$ cat src/rtl/ysyx_22041071_axi_pkg.sv
// Shared types for the AXI arbiter: FSM encoding, AXI resp codes,
// requester ids.
package ysyx_22041071_axi_pkg;

  localparam int ADDR_W = 64;
  localparam int DATA_W = 64;
  localparam int RESP_W = 2;

  typedef enum logic [2:0] {
    ST_IDLE   = 3'd0,
    ST_IF_AR  = 3'd1,
    ST_IF_R   = 3'd2,
    ST_MEM_AR = 3'd3,
    ST_MEM_R  = 3'd4,
    ST_MEM_WR = 3'd5,
    ST_MEM_B  = 3'd6
  } arb_state_e;

  localparam logic [1:0] RESP_OKAY   = 2'b00;
  localparam logic [1:0] RESP_EXOKAY = 2'b01;
  localparam logic [1:0] RESP_SLVERR = 2'b10;
  localparam logic [1:0] RESP_DECERR = 2'b11;

  localparam logic REQ_IF  = 1'b0;
  localparam logic REQ_MEM = 1'b1;

endpackage

$ cat src/rtl/ysyx_22041071_arb_grant.sv
// Grant select between IF and MEM requesters.
// Ports: clk, reset_n, if_valid, mem_valid, idle -> gnt_if, gnt_mem.
// Macro YSYX_22041071_ARB_RR_EN: round-robin on ties, else MEM > IF.
module ysyx_22041071_arb_grant
  import ysyx_22041071_axi_pkg::*;
(
  input  logic clk,
  input  logic reset_n,
  input  logic if_valid,
  input  logic mem_valid,
  input  logic idle,
  output logic gnt_if,
  output logic gnt_mem
);

`ifdef YSYX_22041071_ARB_RR_EN
  logic last_grant;
  logic tie;

  assign tie = if_valid & mem_valid;

  always_comb begin
    gnt_if  = 1'b0;
    gnt_mem = 1'b0;
    if (tie) begin
      // the side that did not win last time wins the tie
      gnt_mem = (last_grant == REQ_IF);
      gnt_if  = (last_grant == REQ_MEM);
    end else begin
      gnt_if  = if_valid;
      gnt_mem = mem_valid;
    end
  end

  always_ff @(posedge clk or negedge reset_n) begin
    if (!reset_n) begin
      last_grant <= REQ_IF;
    end else if (idle & (gnt_if | gnt_mem)) begin
      last_grant <= gnt_mem ? REQ_MEM : REQ_IF;
    end
  end
`else
  logic unused_rr;

  assign gnt_mem   = mem_valid;
  assign gnt_if    = if_valid & ~mem_valid;
  assign unused_rr = ^{clk, reset_n, idle};
`endif

endmodule

$ cat src/rtl/ysyx_22041071_axi_arbiter.sv
// Shares one AXI master between IF fetch and MEM load/store; one
// transaction in flight. Ports: if_req/rsp, mem_req/rsp, AXI AR/R/AW/W/B.
// Macro YSYX_22041071_ARB_RR_EN selects round-robin grant.
module ysyx_22041071_axi_arbiter
  import ysyx_22041071_axi_pkg::*;
#(
  parameter int ADDR_W = 64,
  parameter int DATA_W = 64,
  parameter int RESP_W = 2
) (
  input  logic                clk,
  input  logic                reset_n,
  input  logic                if_req_valid,
  output logic                if_req_ready,
  input  logic [ADDR_W-1:0]   if_req_addr,
  output logic                if_rsp_valid,
  output logic [DATA_W-1:0]   if_rsp_data,
  output logic [RESP_W-1:0]   if_rsp_resp,
  input  logic                mem_req_valid,
  output logic                mem_req_ready,
  input  logic                mem_req_we,
  input  logic [ADDR_W-1:0]   mem_req_addr,
  input  logic [DATA_W-1:0]   mem_req_wdata,
  input  logic [DATA_W/8-1:0] mem_req_wstrb,
  output logic                mem_rsp_valid,
  output logic [DATA_W-1:0]   mem_rsp_data,
  output logic [RESP_W-1:0]   mem_rsp_resp,
  output logic                axi_ar_valid,
  output logic [ADDR_W-1:0]   axi_ar_addr,
  input  logic                axi_ar_ready,
  input  logic                axi_r_valid,
  input  logic [DATA_W-1:0]   axi_r_data,
  input  logic [RESP_W-1:0]   axi_r_resp,
  output logic                axi_r_ready,
  output logic                axi_aw_valid,
  output logic [ADDR_W-1:0]   axi_aw_addr,
  input  logic                axi_aw_ready,
  output logic                axi_w_valid,
  output logic [DATA_W-1:0]   axi_w_data,
  output logic [DATA_W/8-1:0] axi_w_strb,
  input  logic                axi_w_ready,
  input  logic                axi_b_valid,
  input  logic [RESP_W-1:0]   axi_b_resp,
  output logic                axi_b_ready
);

  arb_state_e state_q;
  arb_state_e state_d;

  logic [ADDR_W-1:0]   addr_q;
  logic [DATA_W-1:0]   wdata_q;
  logic [DATA_W/8-1:0] wstrb_q;
  logic                aw_done;
  logic                w_done;

  logic idle;
  logic gnt_if;
  logic gnt_mem;
  logic if_fire;
  logic mem_fire;
  logic aw_ok;
  logic w_ok;
  logic if_r_hs;
  logic mem_r_hs;
  logic mem_b_hs;

  assign idle = (state_q == ST_IDLE);

  ysyx_22041071_arb_grant u_grant (
    .clk       (clk),
    .reset_n   (reset_n),
    .if_valid  (if_req_valid),
    .mem_valid (mem_req_valid),
    .idle      (idle),
    .gnt_if    (gnt_if),
    .gnt_mem   (gnt_mem)
  );

  // readies are forced low while reset is asserted
  assign if_req_ready  = reset_n & idle & gnt_if;
  assign mem_req_ready = reset_n & idle & gnt_mem;
  assign if_fire       = if_req_valid & if_req_ready;
  assign mem_fire      = mem_req_valid & mem_req_ready;

  assign axi_ar_valid = (state_q == ST_IF_AR) | (state_q == ST_MEM_AR);
  assign axi_ar_addr  = addr_q;
  assign axi_r_ready  = (state_q == ST_IF_R) | (state_q == ST_MEM_R);
  assign axi_aw_valid = (state_q == ST_MEM_WR) & ~aw_done;
  assign axi_aw_addr  = addr_q;
  assign axi_w_valid  = (state_q == ST_MEM_WR) & ~w_done;
  assign axi_w_data   = wdata_q;
  assign axi_w_strb   = wstrb_q;
  assign axi_b_ready  = (state_q == ST_MEM_B);

  // a channel counts as done once its beat was taken, now or earlier
  assign aw_ok = aw_done | (axi_aw_valid & axi_aw_ready);
  assign w_ok  = w_done | (axi_w_valid & axi_w_ready);

  assign if_r_hs  = (state_q == ST_IF_R) & axi_r_valid;
  assign mem_r_hs = (state_q == ST_MEM_R) & axi_r_valid;
  assign mem_b_hs = (state_q == ST_MEM_B) & axi_b_valid;

  always_comb begin
    state_d = state_q;
    case (state_q)
      ST_IDLE: begin
        if (mem_fire) begin
          state_d = mem_req_we ? ST_MEM_WR : ST_MEM_AR;
        end else if (if_fire) begin
          state_d = ST_IF_AR;
        end
      end
      ST_IF_AR:  if (axi_ar_ready) state_d = ST_IF_R;
      ST_IF_R:   if (axi_r_valid) state_d = ST_IDLE;
      ST_MEM_AR: if (axi_ar_ready) state_d = ST_MEM_R;
      ST_MEM_R:  if (axi_r_valid) state_d = ST_IDLE;
      ST_MEM_WR: if (aw_ok & w_ok) state_d = ST_MEM_B;
      ST_MEM_B:  if (axi_b_valid) state_d = ST_IDLE;
      default:   state_d = ST_IDLE;
    endcase
  end

  always_ff @(posedge clk or negedge reset_n) begin
    if (!reset_n) begin
      state_q <= ST_IDLE;
    end else begin
      state_q <= state_d;
    end
  end

  // done flags live only while the write stays in MEM_WR
  always_ff @(posedge clk or negedge reset_n) begin
    if (!reset_n) begin
      aw_done <= 1'b0;
      w_done  <= 1'b0;
    end else begin
      aw_done <= (state_d == ST_MEM_WR) & (state_q == ST_MEM_WR) & aw_ok;
      w_done  <= (state_d == ST_MEM_WR) & (state_q == ST_MEM_WR) & w_ok;
    end
  end

  always_ff @(posedge clk or negedge reset_n) begin
    if (!reset_n) begin
      addr_q  <= '0;
      wdata_q <= '0;
      wstrb_q <= '0;
    end else if (mem_fire) begin
      addr_q  <= mem_req_addr;
      wdata_q <= mem_req_wdata;
      wstrb_q <= mem_req_wstrb;
    end else if (if_fire) begin
      addr_q  <= if_req_addr;
    end
  end

  always_ff @(posedge clk or negedge reset_n) begin
    if (!reset_n) begin
      if_rsp_valid <= 1'b0;
      if_rsp_data  <= '0;
      if_rsp_resp  <= '0;
    end else begin
      if_rsp_valid <= if_r_hs;
      if (if_r_hs) begin
        if_rsp_data <= axi_r_data;
        if_rsp_resp <= axi_r_resp;
      end
    end
  end

  always_ff @(posedge clk or negedge reset_n) begin
    if (!reset_n) begin
      mem_rsp_valid <= 1'b0;
      mem_rsp_data  <= '0;
      mem_rsp_resp  <= '0;
    end else begin
      mem_rsp_valid <= mem_r_hs | mem_b_hs;
      if (mem_r_hs) begin
        mem_rsp_data <= axi_r_data;
        mem_rsp_resp <= axi_r_resp;
      end else if (mem_b_hs) begin
        mem_rsp_data <= '0;
        mem_rsp_resp <= axi_b_resp;
      end
    end
  end

endmodule

$ cat config.mk
export PLATFORM = sky130hd
export DESIGN_NAME = ysyx_22041071_axi_arbiter
export DESIGN_NICKNAME = d
export VERILOG_FILES = /design/src/rtl/ysyx_22041071_axi_pkg.sv /design/src/rtl/ysyx_22041071_arb_grant.sv /design/src/rtl/ysyx_22041071_axi_arbiter.sv
export SDC_FILE = /design/constraint.sdc
export NUM_CORES = 1
export LEC_CHECK = 0
export ABC_CLOCK_PERIOD_IN_PS = 2250
export BUFFER_PORTS_ARGS = -buffer_cell sky130_fd_sc_hd__buf_2
export CAP_MARGIN = 5
export CORE_AREA = 2 2 242 244
export DETAILED_ROUTE_END_ITERATION = 12
export DIE_AREA = 0 0 244 246
export PLACE_DENSITY = 0.47
export SYNTH_ARGS = -nofsm -noshare
export SYNTH_HDL_FRONTEND = slang
export SYNTH_HIERARCHICAL = 1
export SYNTH_SLANG_ARGS = --single-unit
$ cat constraint.sdc
create_clock -name clk -period 2.25 [get_ports clk]
set_input_delay 0.225 -clock clk [delete_from_list [all_inputs] [get_ports clk]]
set_output_delay 0.225 -clock clk [all_outputs]
set_load 0.01 [all_outputs]
### Word level (Yosys, flattened, before mapping)

Cells that the tools add are included.

* logic and storage cells: 63
* input bits: 278
* output and inout port bits: 341
* register bits after elaboration: 275

* reduce and logical (&&, ||, !) cells: 4
* equal/unequal tests: 7
* bitwise logic cells: 25
* mux-type cells: 15

Operators by type and width (number)
* 64-bit 2-to-1 mux: 4
* 3-bit 2-to-1 mux: 8
* 3-bit case mux with 6 select lines: 1
* 1-bit AND: 17
* 3-bit == test, second input constant: 4
* 3-bit by 2-bit == test with 1-bit output, second input constant: 2
* 1-bit bitwise OR: 5
* 2-bit 2-to-1 mux: 2
* 2-bit nonzero test: 2
* 3-bit by 1-bit == test with 1-bit output, second input constant: 1
* 3-bit logical NOT: 1
* 1-bit NOT: 3
* 2-bit OR reduction: 1

### Logic depth before layout (Yosys ltp)

* word-level depth: 10
* depth in mapped cells: 6
* gate-level depth less buffers: 4

### Hierarchy

Netlist, hierarchy kept.

Modules (own cells, without submodules)
* ysyx_22041071_axi_arbiter: cells an instance 925, seq. area each 6881.6 µm², times used 1, area each 11873.9 µm²
* ysyx_22041071_arb_grant: cells an instance 2, seq. area each 0.0 µm², times used 1, area each 21.3 µm²

### Worst setup path before layout

Ideal clock, no wire load.

* path kind: register to register
* start: register state_q[0]
* end: register addr_q[0] (netlist: axi_ar_addr[0])
* library setup time: 121 ps
* arrival time: 1610 ps
* path buffers: 3
* data required time: 2129 ps
* setup slack: 519 ps
* period minus slack after synthesis: 1731 ps
* cell stages (with the launch flop): 7
* cell sequence: dfrtp_1 > buf_2 > or4b_4 > buf_6 > buf_6 > o21a_1 > o22a_1

* word-level cells in the longest chain between the ends: 5
* elaborated cells on any way between the ends: 8
* classes of those cells: mux (1); bitwise (5); reduce/logical (2)

RTL lines
* start, declared: RTL line ysyx_22041071_axi_arbiter.sv:47 `arb_state_e state_q;`
* start signal, assigned: RTL line ysyx_22041071_axi_arbiter.sv:127 `state_q <= state_d;`
* 3-bit logical NOT *: RTL line ysyx_22041071_axi_arbiter.sv:67 `assign idle = (state_q == ST_IDLE);`
* 1-bit AND *: RTL line ysyx_22041071_axi_arbiter.sv:80, ysyx_22041071_axi_arbiter.sv:81
* 1-bit AND, on equally long branches: RTL line ysyx_22041071_axi_arbiter.sv:81, ysyx_22041071_axi_arbiter.sv:80
* 1-bit AND, on equally long branches: RTL line ysyx_22041071_axi_arbiter.sv:83, ysyx_22041071_axi_arbiter.sv:82
* 64-bit 2-to-1 mux / 2-bit nonzero test (equally long branches)
* end signal, assigned: RTL line ysyx_22041071_axi_arbiter.sv:148 `addr_q <= mem_req_addr;`
* end signal, assigned: RTL line ysyx_22041071_axi_arbiter.sv:152 `addr_q <= if_req_addr;`
* end, declared: RTL line ysyx_22041071_axi_arbiter.sv:50 `logic [ADDR_W-1:0] addr_q;`

Every way passes the cells marked *; elsewhere a longest branch is shown, timed or not.
A chain may end at the register's enable or synchronous reset.

### Worst setup path after layout

* start: register state_q[0]
* end: output port mem_req_ready

* word-level cells in the longest chain between the ends: 3

RTL lines
* 3-bit logical NOT: RTL line ysyx_22041071_axi_arbiter.sv:67
* 1-bit AND (2 in a row): RTL line ysyx_22041071_axi_arbiter.sv:81 `assign mem_req_ready = reset_n & idle & gnt_mem;`
* end, declared: RTL line ysyx_22041071_axi_arbiter.sv:20 `output logic mem_req_ready,`

No other way between the ends.

==> results.cfg <==
[run_status]
status = completed

[yosys]
syn_area_per_cell_um2 = 12.8
yosysWarnings = 6
syn_area_mm2 = 0.0119
synth_cells = 926
syn_nets = 1204

[setup_path]
start_kind = flip-flop
rrSetupSlack_ps = 250
required_ps = 2030
end_kind = primary output
worstSetupPathType = reg -> out
path_cells = nor4b_4, buf_4, and2_1, buf_2
timing.rr.start = state_q[0]
path_max_fanout = 10
ff2ff_path_depth = 4
slowest_stage = dfrtp_1
critPathBufInv = 2
path_delay_family = flip-flops
worstPathArrival_ps = 1870
worstReg2RegEnd = axi_ar_addr[28]
max_stage_delay_ps = 490

[run]
maxCapViolations = 0

[hold_path]
hold_path.class = in -> reg
worstHoldStart = axi_ar_ready
holdPathEnd = state_q[0]
hold_depth = 3

[place]
hpwl_um = 30700
io_buffers = 618
place_area_mm2 = 0.0154
gp_congestion = 0.798

[power_and_ir_drop]
p_int_w = 0.0155
swShare_pct = 36.1
leakagePower_nw = 8.73
switchingPower_w = 0.00874
comb_power_share_pct = 40.9
pwr-share-seq_pct = 36.8
ir_drop_mv = 0.639
clkPwrFrac_pct = 22.3
power.density_mw_per_mm2 = 1300

[route]
postRouteAntennaNets = 0
drc_errors = 0
drtIter0Drc = 417
drt-total-wl_um = 43800
via_per_inst = 4.28
dr.pass1.iters = 4
wl_per_cell_um = 17.8
dr_total_vias = 10500

[final_layout]
design_area_mm2 = 0.0186
syn2layout_area_growth_pct = 56.6
final_common_cell = buf_2
multi_input_area_mm2 = 0.00415
mostFrequentLayoutCells = buf_2 (617), dfrtp_1 (275), dlygate4sd3_1 (208), mux2_2 (141)
final_nets = 1946
seqCellArea_mm2 = 0.00688
nFillCells = 5906
layout-drive-gt1-share_pct = 50.1

[die]
core_area_mm2 = 0.0574
die_area_mm2 = 0.0600
ioPinCount = 619
start_util_pct = 20.7
chipHeight_um = 246
fp.dieW_um = 244
rows = 88

[global_routing]
grt_pass1_wl_um = 65600
overflow = 0
antenna_found_initial = 7
grt_max_degree = 118
track_usage_pct = 13.9
first_global_vias = 11100

[timing]
fin_crit_ps = 2090
slew_headroom_pct = 47.4
setup_viol_count_final = 0
tns_ps = 0
tightest_slew_ps = 789
holdWs_ps = 69.3
drv_slew = 0
finalCritPeriodShare_pct = 93.1
rsz0062_at_grt = no
hold_violations = 0
fmaxAchievable_ghz = 0.478
fin_skew_ps = 19.7

[clock_tree]
cts_root_buf = clkbuf_16
clkLatencyLatePin_ps = 540
htree_levels = 2
clockBufferDepth = 3
cts_sinks = 275
cts.clk_slew.worst_paths_ps = 50
numCtsBuffers = 35
tritoncts = yes
[worst reg2reg max path: stages, from the launching register on]
cell and delay (ps):
dfrtp_1 490, or4b_4 550, buf_12 220, o21a_1 440, o22a_1 170
[power groups by stage]
stage	sequential (W)	clock, W	combinational (W)
CTS	0.00893	0.00563	0.0101
global route	0.00921	0.00582	0.0107
floorplan	0.00982	0	0.00492
detailed placement	0.00894	0	0.00977
global placement	0.00889	0	0.00968
finish	0.00892	0.00541	0.00992
[worst max path at each step]
| stage | from | endpoint | slack [ps] | cells past startpoint |
|---|---|---|---|---|
| 2_1_floorplan | state_q[0] | axi_ar_addr[0] | 520 | 6 |
| 3_3_place_gp | state_q[0] | if_rsp_data[50] | 370 | 4 |
| 3_5_place_dp | state_q[0] | if_rsp_data[50] | 330 | 4 |
| 4_1_cts | state_q[0] | mem_req_ready | 110 | 4 |
| 5_1_grt | state_q[0] | mem_req_ready | 70 | 4 |
| 6_report | state_q[0] | mem_req_ready | 160 | 4 |
[stage by stage]
step           setup slack [ps]  total power [W]  std cells  util (%)
2_1_floorplan               524           0.0147        926         -
3_3_place_gp                369           0.0186       2188      26.9
3_5_place_dp                334           0.0187       2188      26.9
4_1_cts                     106           0.0246       2454      32.4
5_1_grt                    66.9           0.0258       2457      32.5
6_report                    156           0.0242       2459      32.5
[metal layers]
layer | vias to the layer above | GRT usage (%) | routed length, µm
li1 | 4817 | - | -
met4 | 6 | 4.54 | 1220
met3 | 80 | 4.13 | 3150
met1 | 5189 | 16.6 | 17600
met5 | - | 0 | 44
met2 | 435 | 23.9 | 21700
[state kept, by name, summed over array words and instances, names as in the netlist]
signal         cells
axi_w_strb         8
w_done             1
if_rsp_valid       1
aw_done            1
state_q            3
mem_rsp_resp       2
if_rsp_resp        2
if_rsp_data       64
axi_w_data        64
mem_rsp_data      64
axi_ar_addr       64
mem_rsp_valid      1
[repair_timing]
item	CTS	global route
buffers inserted	0	0
hold endpoints to repair	431	0
gates resized for setup	0	0
hold buffers	208	0
[cell type report]
class / instances / share of cell area [%]
diodes: 5 / 0.0672
multi-input cells: 502 / 22.3
clock buffers: 45 / 5.23
well taps: 765 / 5.14
inverters: 4 / 0.0806
clock inverters: 13 / 0.746
repair buffers: 850 / 29.5
flip-flops and latches: 275 / 37.0
Note: power is estimated with default switching activity, not from simulation.
